`config.mk`:
```
export PLATFORM = sky130hd
export DESIGN_NAME = wave_generator
export DESIGN_NICKNAME = d
export VERILOG_FILES = /design/src/rtl/wave_generator.sv
export SDC_FILE = /design/constraint.sdc
export NUM_CORES = 1
export LEC_CHECK = 0
export CORE_MARGIN = 1.5
export CORE_UTILIZATION = 30
export DETAILED_ROUTE_END_ITERATION = 10
export SYNTH_ARGS = -nofsm -noshare
export SYNTH_HDL_FRONTEND = slang
export SYNTH_SLANG_ARGS = --single-unit
```
`constraint.sdc`:
```
create_clock -name clk -period 2.3 [get_ports clk]
set_input_delay 0.23 -clock clk [delete_from_list [all_inputs] [get_ports clk]]
set_output_delay 0.23 -clock clk [all_outputs]
set_load 0.01 [all_outputs]
```
`src/rtl/wave_generator.sv`:
```
// Programmable pulse-train source: N pulses, each H cycles high then L cycles low.
// Configuration is latched on an accepted start. All outputs are registered.
module wave_generator #(
  parameter int unsigned W = 32
) (
  input  logic         clk,
  input  logic         rst,
  input  logic         start,
  input  logic         abort,
  input  logic [W-1:0] high_cycles,
  input  logic [W-1:0] low_cycles,
  input  logic [W-1:0] pulse_count,
  output logic         wave,
  output logic         busy,
  output logic         done,
  output logic         err
);

  typedef enum logic [1:0] {
    IDLE = 2'd0,
    HIGH = 2'd1,
    LOW  = 2'd2
  } state_t;

  state_t       state_q, state_d;
  logic [W-1:0] phase_q, phase_d;
  logic [W-1:0] pulses_q, pulses_d;
  logic [W-1:0] h_q, h_d;
  logic [W-1:0] l_q, l_d;
  logic         wave_q, wave_d;
  logic         busy_q, busy_d;
  logic         done_q, done_d;
  logic         err_q, err_d;

  always_comb begin
    state_d  = state_q;
    phase_d  = phase_q;
    pulses_d = pulses_q;
    h_d      = h_q;
    l_d      = l_q;
    done_d   = 1'b0;
    err_d    = 1'b0;
    unique case (state_q)
      IDLE: begin
        if (start) begin
          if (high_cycles == '0 || low_cycles == '0 || pulse_count == '0) begin
            err_d = 1'b1;
          end else begin
            h_d      = high_cycles;
            l_d      = low_cycles;
            phase_d  = high_cycles;
            pulses_d = pulse_count;
            state_d  = HIGH;
          end
        end
      end
      HIGH: begin
        if (abort) begin
          state_d = IDLE;
        end else if (phase_q == W'(1)) begin
          phase_d = l_q;
          state_d = LOW;
        end else begin
          phase_d = phase_q - W'(1);
        end
      end
      LOW: begin
        if (abort) begin
          state_d = IDLE;
        end else if (phase_q == W'(1)) begin
          pulses_d = pulses_q - W'(1);
          if (pulses_q == W'(1)) begin
            state_d = IDLE;
            done_d  = 1'b1;
          end else begin
            phase_d = h_q;
            state_d = HIGH;
          end
        end else begin
          phase_d = phase_q - W'(1);
        end
      end
      default: state_d = IDLE;
    endcase
    // Outputs are derived from the next state so they line up with it after the edge.
    wave_d = (state_d == HIGH);
    busy_d = (state_d != IDLE);
  end

  always_ff @(posedge clk) begin
    if (rst) begin
      state_q  <= IDLE;
      phase_q  <= '0;
      pulses_q <= '0;
      h_q      <= '0;
      l_q      <= '0;
      wave_q   <= 1'b0;
      busy_q   <= 1'b0;
      done_q   <= 1'b0;
      err_q    <= 1'b0;
    end else begin
      state_q  <= state_d;
      phase_q  <= phase_d;
      pulses_q <= pulses_d;
      h_q      <= h_d;
      l_q      <= l_d;
      wave_q   <= wave_d;
      busy_q   <= busy_d;
      done_q   <= done_d;
      err_q    <= err_d;
    end
  end

  assign wave = wave_q;
  assign busy = busy_q;
  assign done = done_q;
  assign err  = err_q;

endmodule

```
Yosys cells after proc, flatten, opt, wreduce, memory -nomap -nowiden
Index checks and enable logic that the tools add are counted.
- $add $sub $neg: 2
- $mul: 0
- div/mod/pow operators: 0
- magnitude comparators: 0
- eq/ne operators: 11
- shifts and indexed selects: 0
- mux-type cells: 23
- bitwise gates (word level): 5
- reduce and logical (&&, ||, !) cells: 14
- operators by type and width (operator ; number):
    32-bit 2-to-1 mux ; 11
    32-bit logical NOT ; 3
    32-bit case mux with 3 select lines ; 1
    32-bit by 1-bit == test with 1-bit output, second input constant ; 2
    32-bit case mux with 2 select lines ; 1
    32-bit by 1-bit subtractor with 32-bit output, second input constant ; 2
    2-bit 2-to-1 mux ; 6
    2-bit inequality test, second input constant ; 5
    2-bit case mux with 3 select lines ; 1
    6-bit AND reduction ; 1
    1-bit inverter ; 5
    5-bit AND reduction ; 1
    2-bit by 1-bit == test with 1-bit output, second input constant ; 2
    2-bit nonzero test ; 2
    4-bit OR reduction ; 1
    1-bit 2-to-1 mux ; 3
    3-bit inequality test, second input constant ; 1
    3-bit AND reduction ; 1
    3-bit nonzero test ; 1
    3-bit OR reduction ; 1
    2-bit == test, second input constant ; 1
    2-bit logical NOT ; 1
    1-bit logical OR ; 2
- register bits after elaboration: 134
- bits in latches: 0
- memory bits (writable): 0
- ROM bits: 0
- input bits: 100
- output and inout port bits: 4
- logic and storage cells: 64
- memories: 0

Depth between registers and ports, before layout
Gate-level depths: netlist of run 1.
- depth in word-level cells: 7
- depth in mapped cells: 12
- depth with buffers taken out: 9

Worst setup path after synthesis of run 1
Ideal clock, no wire load.
- path kind: reg2reg
- from: register phase_q[15]
- to: register pulses_q[10]
- library setup time: 142 ps
- data arrival time: 2120 ps
- required time: 2158 ps
- path slack: 39 ps
- stages on the path, launching flop included: 12
- path buffers: 4
- period minus slack after synthesis: 2261 ps
- cells stage by stage: dfxtp_1 -> buf_6 -> nor4_4 -> nand4_4 -> nor3_2 -> buf_4 -> a31oi_1 -> or2_1 -> buf_2 -> buf_6 -> a21oi_1 -> o32ai_2
- longest elaborated chain between the ends: 3
- RTL lines (what ; line ; source):
    start, declared ; 26 ; logic [W-1:0] phase_q, phase_d;
    start signal, assigned ; 103 ; phase_q <= phase_d;
    32-bit by 1-bit == test with 1-bit output ; 70 ; end else if (phase_q == W'(1)) begin
    2-bit inequality test (no source line) ; -- ;
    5-bit AND reduction (no source line) ; -- ;
    end signal, assigned ; 104 ; pulses_q <= pulses_d;
    end, declared ; 27 ; logic [W-1:0] pulses_q, pulses_d;
Every way passes these cells.
A chain may end at the register's enable or synchronous reset.

Worst setup path in the final report of run 1
- from: register phase_q[12]
- to: register phase_q[29]
- longest elaborated chain between the ends: 4
- elaborated cells between the ends (all ways): 9
- classes of those cells: add/sub: 1; eq/ne: 2; mux: 5; reduce/logical: 1
- RTL lines (what ; line ; source):
    32-bit by 1-bit subtractor with 32-bit output / 32-bit by 1-bit == test with 1-bit output (equally long branches) ; -- ;
    32-bit 2-to-1 mux, on equally long branches ; 70, 60 ;
    32-bit 2-to-1 mux, on equally long branches ; 68, 58 ;
    32-bit case mux with 3 select lines ; 43 ; unique case (state_q)
Several ways; a longest one is shown, not always the timed one. The select of a mux whose other input is x is not followed.

==> metrics, run 1 <==
outcome finished with violations; failing checks negative setup slack; Avg Cell Area, Syn 8.295 µm²; die width 163.2 µm; largest net degree at the start of global routing 59; WP depth 9; Post-DP Area 10,580 µm²; cells taking the most area after synthesis dfxtp_1, mux2i_1, nor2_1; Combinational Power Share between 30% and 40%; buffers plus inverters on the worst setup path 3; CP endpoint kind register; crit path from phase_q[12]; Final Instance Area 12,350 µm²; Area growth syn-to-layout 60.47%; Leakage Power about 4.7 nW; HP Class primary input to register; worst-margin pin slew 0.6963 ns; Fin. Hold Viols 0; Crit path required time around 2.6 ns; H-Tree Depth 4; WHS 0.3463 ns; Antenna Cells 0; Final WS setup -0.1326 ns; Relative slew margins a little over half; ANT nets after route 0; Syn Std Cell Area 7697 µm²; total track usage 21.24%; Yosys reg bits 134; FF-to-FF End phase_q[29]; Final Wtd Congestion ~0.9; Pwr Total just under 8 mW; post-synthesis async set-or-reset flop share 0%; Synth area leader dfxtp_1; CTS tree done; root buffer cell clkbuf_16; Post-synth top flop dfxtp_1; Max Freq 0.4111 GHz; WS Path Type register to register; placed insts 1,506; P per Cell Area 641.6 nW/µm²; CP most frequent cell buf_6; core box area 25,180 µm²; maximum VDD drop 425.6 µV; sequential area share after synthesis 34.85%; final setup fails 32; I/O pin total 104; drt pass-1 iters 5; clk_lat worst skew 0.43 ns; Mapped Nets 1,036; DP Worst Slack -0.6678 ns; worst clock skew between 0.01 and 0.015 ns; vias in the first global route 8,344; final setup TNS -2.139 ns; WL final approximately 29,000 µm; Final HPWL DP 18,500 µm; period utilization 105.8%; delay-heaviest family, CP simple AND/OR/NAND/NOR gates; post-layout minimum cycle time 2.433 ns; Pint 5.421 mW; clock sink total ~130; Iter 0 DRT Violations 591; CTS clock-pin slew for the worst setup and hold paths 0.06 ns; standard-cell rows 58; first-pass GRT wire length around 44,000 µm; starting density of the core 30.57%; Die Ht around 160 µm; CP peak stage delay 0.46 ns; CP Cell Sequence nor3_2 > nand4_4 > buf_6 > buf_6 > or3_4 > buf_6 > o211ai_1 > a32o_2 > a311oi_2; Final Core Density 49.05%; clk buf depth 2; R2R depth 9; Die Area 26,630 µm²; Final #Nets 1,340; vias per cell 5.407; IO Port Bufs 103; worst-path fanout max 5; synth warn 0; RSZ-0062 raised after global routing yes; Psw 2.503 mW; startpoint types register; distinct cell type count after synthesis 64; wire per inst 18.28 µm; Switching Fraction 31.59%; most frequent cell after synthesis dfxtp_1; share of power burned in registers 33.8%; final slew viol count 0; Inserted Clock Buffers 17; area share of the largest cell type after synthesis 34.85%; top cells by count, synth dfxtp_1, nor2_1, o21ai_0; Hold-fix buffers, CTS 0; critical path's slowest cell or3_4; number of remaining DRC errors 0; global route overflow 0; R2R setup slack -0.13 ns; Worst EP arrival between 2 and 3 ns; layout cells sized above 1 34.41%; clock power share 36.1%; CP Capture Point phase_q[29]; Cells after Synth 928; number of synthesized flops with an enable pin 0; via count 8,511; maxcap violations 0; worst r2r src phase_q[12]; fin cells roughly 1,600; initial antenna violation count 0
==> worst min-delay path by stage <==
stage / start / end / slack (ns) / cells after the start
after CTS: rst / h_q[22] / 0.32 / 2
after global placement: h_q[11] / h_q[11] / 0.47 / 2
final: rst / h_q[25] / 0.35 / 2
after floorplan: abort / done / 0.31 / 1
after detailed placement: pulses_q[26] / pulses_q[26] / 0.47 / 2
after global routing: rst / h_q[22] / 0.35 / 2
==> worst reg2reg max path: cells and delay by family, from the launching register on <==
| family | cells | cell delay, ns |
|---|---|---|
| AND/OR/NAND/NOR | 3 | 0.99 |
| AO/OA/AOI/OAI | 3 | 0.55 |
| buffers and inverters | 3 | 0.42 |
| flip-flops | 1 | 0.33 |
==> cell families (layout without fill, tap and decap cells) <==
family / Yosys count / in the layout / synth area share, %
and+or+nand+nor: 317 / 325 / 21.64
AOI/OAI and AO/OA: 285 / 285 / 25.13
DFF: 134 / 134 / 34.85
buffers and inverters: 91 / 399 / 5.380
muxes: 68 / 68 / 8.859
xor gates and xnor gates: 25 / 25 / 2.845
adders and majority gates: 8 / 8 / 1.300
==> state kept, by name, summed over array words and instances, names as in the netlist <==
register,count
done,1
l_q,32
pulses_q,32
err,1
phase_q,32
busy,1
wave,1
state_q,2
h_q,32
==> cell type report <==
class                   count  area, µm²
clock buffers              18      429.2
clock inverters            13      170.2
fillers                  2317      12830
inverters                  19      71.32
multi-input cells         711       5363
flip-flops and latches    134       2688
well taps                 330      412.9
repair buffers            349       3218
==> timing repair <==
action | 4_1_cts | 5_1_grt
cloned | 11 | 3
pin swaps | 32 | 43
endpoints found under the hold margin | 0 | 0
setup buffers | 11 | 15
gates resized for setup | 102 | 108
setup endpoints to repair | 75 | 66
==> cells in the final DEF, fill, tap and decap left out, types with 6 or more instances in the layout <==
cell type / instances
o21ai_0: 27
a211oi_2: 15
nor2_4: 6
a221oi_2: 9
nand4_1: 11
mux2i_1: 67
nor4_1: 26
o31ai_1: 6
o31a_1: 6
ha_1: 6
o32ai_2: 9
clkdlybuf4s50_1: 102
a221o_1: 8
inv_1: 17
o21ai_4: 7
o21ai_2: 21
nand2_1: 49
nand2b_1: 15
nor2_1: 123
o22ai_1: 6
nor4_4: 9
xnor2_1: 19
nand3_1: 8
o21ai_1: 32
buf_12: 14
a211oi_1: 23
nor3_2: 6
dfxtp_1: 130
buf_4: 214
clkbuf_16: 19
nor4_2: 6
buf_6: 10
nor2b_1: 7
a21oi_1: 55
a21oi_2: 21
nor3_1: 24
==> per-layer routing <==
layer / vias up / GRT usage [%] / wire (µm) / part of all wire (%)
li1: 4069 / - / - / -
met1: 4098 / 25.97 / 12000 / 42
met2: 286 / 35.54 / 13900 / 48
met3: 58 / 4.393 / 1738 / 6.0
met4: 0 / 9.967 / 1137 / 4.0
met5: - / 0 / 0 / 0
==> power by group through the flow <==
| stage | combinational [mW] | sequential, mW | clock, mW |
|---|---|---|---|
| 6_report | 2.38 | 2.68 | 2.86 |
| 4_1_cts | 2.16 | 2.66 | 2.89 |
| 3_5_place_dp | 2.00 | 2.70 | 0 |
| 2_1_floorplan | 0.986 | 2.72 | 0 |
| 3_3_place_gp | 1.99 | 2.70 | 0 |
| 5_1_grt | 2.54 | 2.70 | 3.00 |
Power figures use the tool's default switching activity.
==> inputs of run 2 (changes only) <==
--- a/config.mk
+++ b/config.mk
@@ -8,6 +8,7 @@
 export CORE_MARGIN = 1.5
 export CORE_UTILIZATION = 30
 export DETAILED_ROUTE_END_ITERATION = 10
+export SLEW_MARGIN = 30
 export SYNTH_ARGS = -nofsm -noshare
 export SYNTH_HDL_FRONTEND = slang
 export SYNTH_SLANG_ARGS = --single-unit
==> metrics, run 2 (same netlist as run 1, synthesis figures left out) <==
Iter 0 DRT Violations just over 500; Antenna Cells 0; Reg area 2688 µm²; layout cells sized above 1 roughly 34%; Hold Startpoint rst; IO Port Bufs 103; worst-margin pin slew between 0.6 and 0.7 ns; commonest non-fill, non-tap cells in the layout buf_4, dfxtp_1, nor2_1, clkdlybuf4s50_1, mux2i_1; clock sink total ~130; commonest non-fill, non-tap cell in the layout buf_4; WL final 28,310 µm; Leakage Power 4.607 nW; standard-cell rows 58; CP peak stage delay ~0.43 ns; CTS clock-pin slew for the worst setup and hold paths 0.06 ns; crit path from phase_q[1]; total track usage between 20 and 25%; Crit path required time 2.60 ns; global route overflow 0; Final WS setup -0.1908 ns; I/O pin total 104; Inserted Clock Buffers 17; worst-path fanout max 7; buffers plus inverters on the worst setup path 5; die width 163.2 µm; post-layout minimum cycle time 2.491 ns; final slew viol count 0; maxcap violations 0; clk_lat worst skew 0.43 ns; H-Tree Depth 4; outcome finished with violations; starting density of the core 30.57%; HP Class primary input to register; placed insts 1,508; worst r2r src phase_q[1]; ANT nets after route 0; Post-DP Area 10,640 µm²; first-pass GRT wire length 43,210 µm; Fill cells 2,364; Fin. Hold Viols 0; vias per cell 5.374; period utilization 108.3%; Worst EP arrival 2.79 ns; Final Wtd Congestion a little under 0.9; vias in the first global route 8,182; CTS tree done; Relative slew margins a little over half; maximum VDD drop 381.9 µV; Final Instance Area 12,310 µm²; startpoint types register; CP most frequent cell buf_6; wire per inst 18.00 µm; delay-heaviest family, CP simple AND/OR/NAND/NOR gates; Multi-input gate area between 5000 and 6000 µm²; failing checks negative setup slack; Area growth syn-to-layout 59.95%; worst clock skew 0.01137 ns; CP Cell Sequence inv_2 > ha_4 > nor4b_4 > buf_4 > nand2_4 > buf_6 > buf_6 > or3_4 > buf_6 > o211ai_1 > a32o_2 > a311oi_2; RSZ-0062 raised after global routing yes; WS Path Type register to register; drt pass-1 iters 7; CP endpoint kind register; via count 8,454; initial antenna violation count 0; root buffer cell clkbuf_16; P per Cell Area around 630 nW/µm²; number of remaining DRC errors 0; fin cells around 1,600; critical path's slowest cell or3_4; DP Worst Slack -0.7058 ns; Final HPWL DP roughly 19,000 µm; Final #Nets between 1,000 and 1,500; Hold-fix buffers, CTS 0; Die Ht 163.2 µm; final setup fails 30; clk buf depth 2; core box area 25,180 µm²; Max Freq 0.4015 GHz; final setup TNS -2.724 ns; largest net degree at the start of global routing 59; Die Area 26,630 µm²
-- run 2: cell types whose count changed in the layout (fill, tap and decap cells not counted), sizes merged --
cell / before / now
bufbuf: 1 / 0
clkbuf: 20 / 19
buf: 244 / 247
inv: 24 / 21
or2: 3 / 4
bufinv: 3 / 2
nor2: 129 / 126
or3: 9 / 10
clkinv: 2 / 6
clkinvlp: 3 / 2
-- run 2: area by class of cell --
cell class / count / area share [%]
Tap cell: 330 / 3.354
Clock buffer: 18 / 3.486
Multi-Input combinational cell: 710 / 42.89
Clock inverter: 12 / 1.057
Inverter: 19 / 0.5793
Timing Repair Buffer: 350 / 26.81
Sequential cell: 134 / 21.83
-- run 2: final timing paths --
check	to	slack [ns]	depth (start not counted)
worst max-delay path	phase_q[29]	-0.19	12
worst min-delay path	h_q[25]	0.34	2
worst min register to register	pulses_q[26]	0.46	2
worst max register to register	phase_q[29]	-0.19	12
-- run 2: per-layer routing --
| metal | part of all wire, % | up-vias | GRT usage [%] |
|---|---|---|---|
| met5 | 0 | - | 0 |
| met4 | 4.1 | 0 | 8.299 |
| met3 | 5.5 | 63 | 3.631 |
| met2 | 49 | 281 | 35.75 |
| met1 | 42 | 4042 | 25.60 |
| li1 | - | 4068 | - |
-- run 2: repair_timing --
item | in CTS | in global routing
gates cloned | 11 | 1
pin swaps | 49 | 39
setup buffers | 16 | 10
resized for setup | 105 | 92
endpoints found under the setup margin | 76 | 57
-- run 2: report_power, final --
group          internal [mW]  switching (mW)
logic                   1.20            1.17
registers               2.52           0.161
clock network           1.58            1.09
-- run 2: metrics by stage --
stage / hold WS [ns] / total power, mW / util (%)
floorplan: 0.3080 / 3.705 / -
global placement: 0.4659 / 4.683 / 42.02
detailed placement: 0.4717 / 4.736 / 42.25
CTS: 0.3191 / 7.589 / 47.27
global route: 0.3595 / 8.054 / 48.89
finish: 0.3425 / 7.731 / 48.89
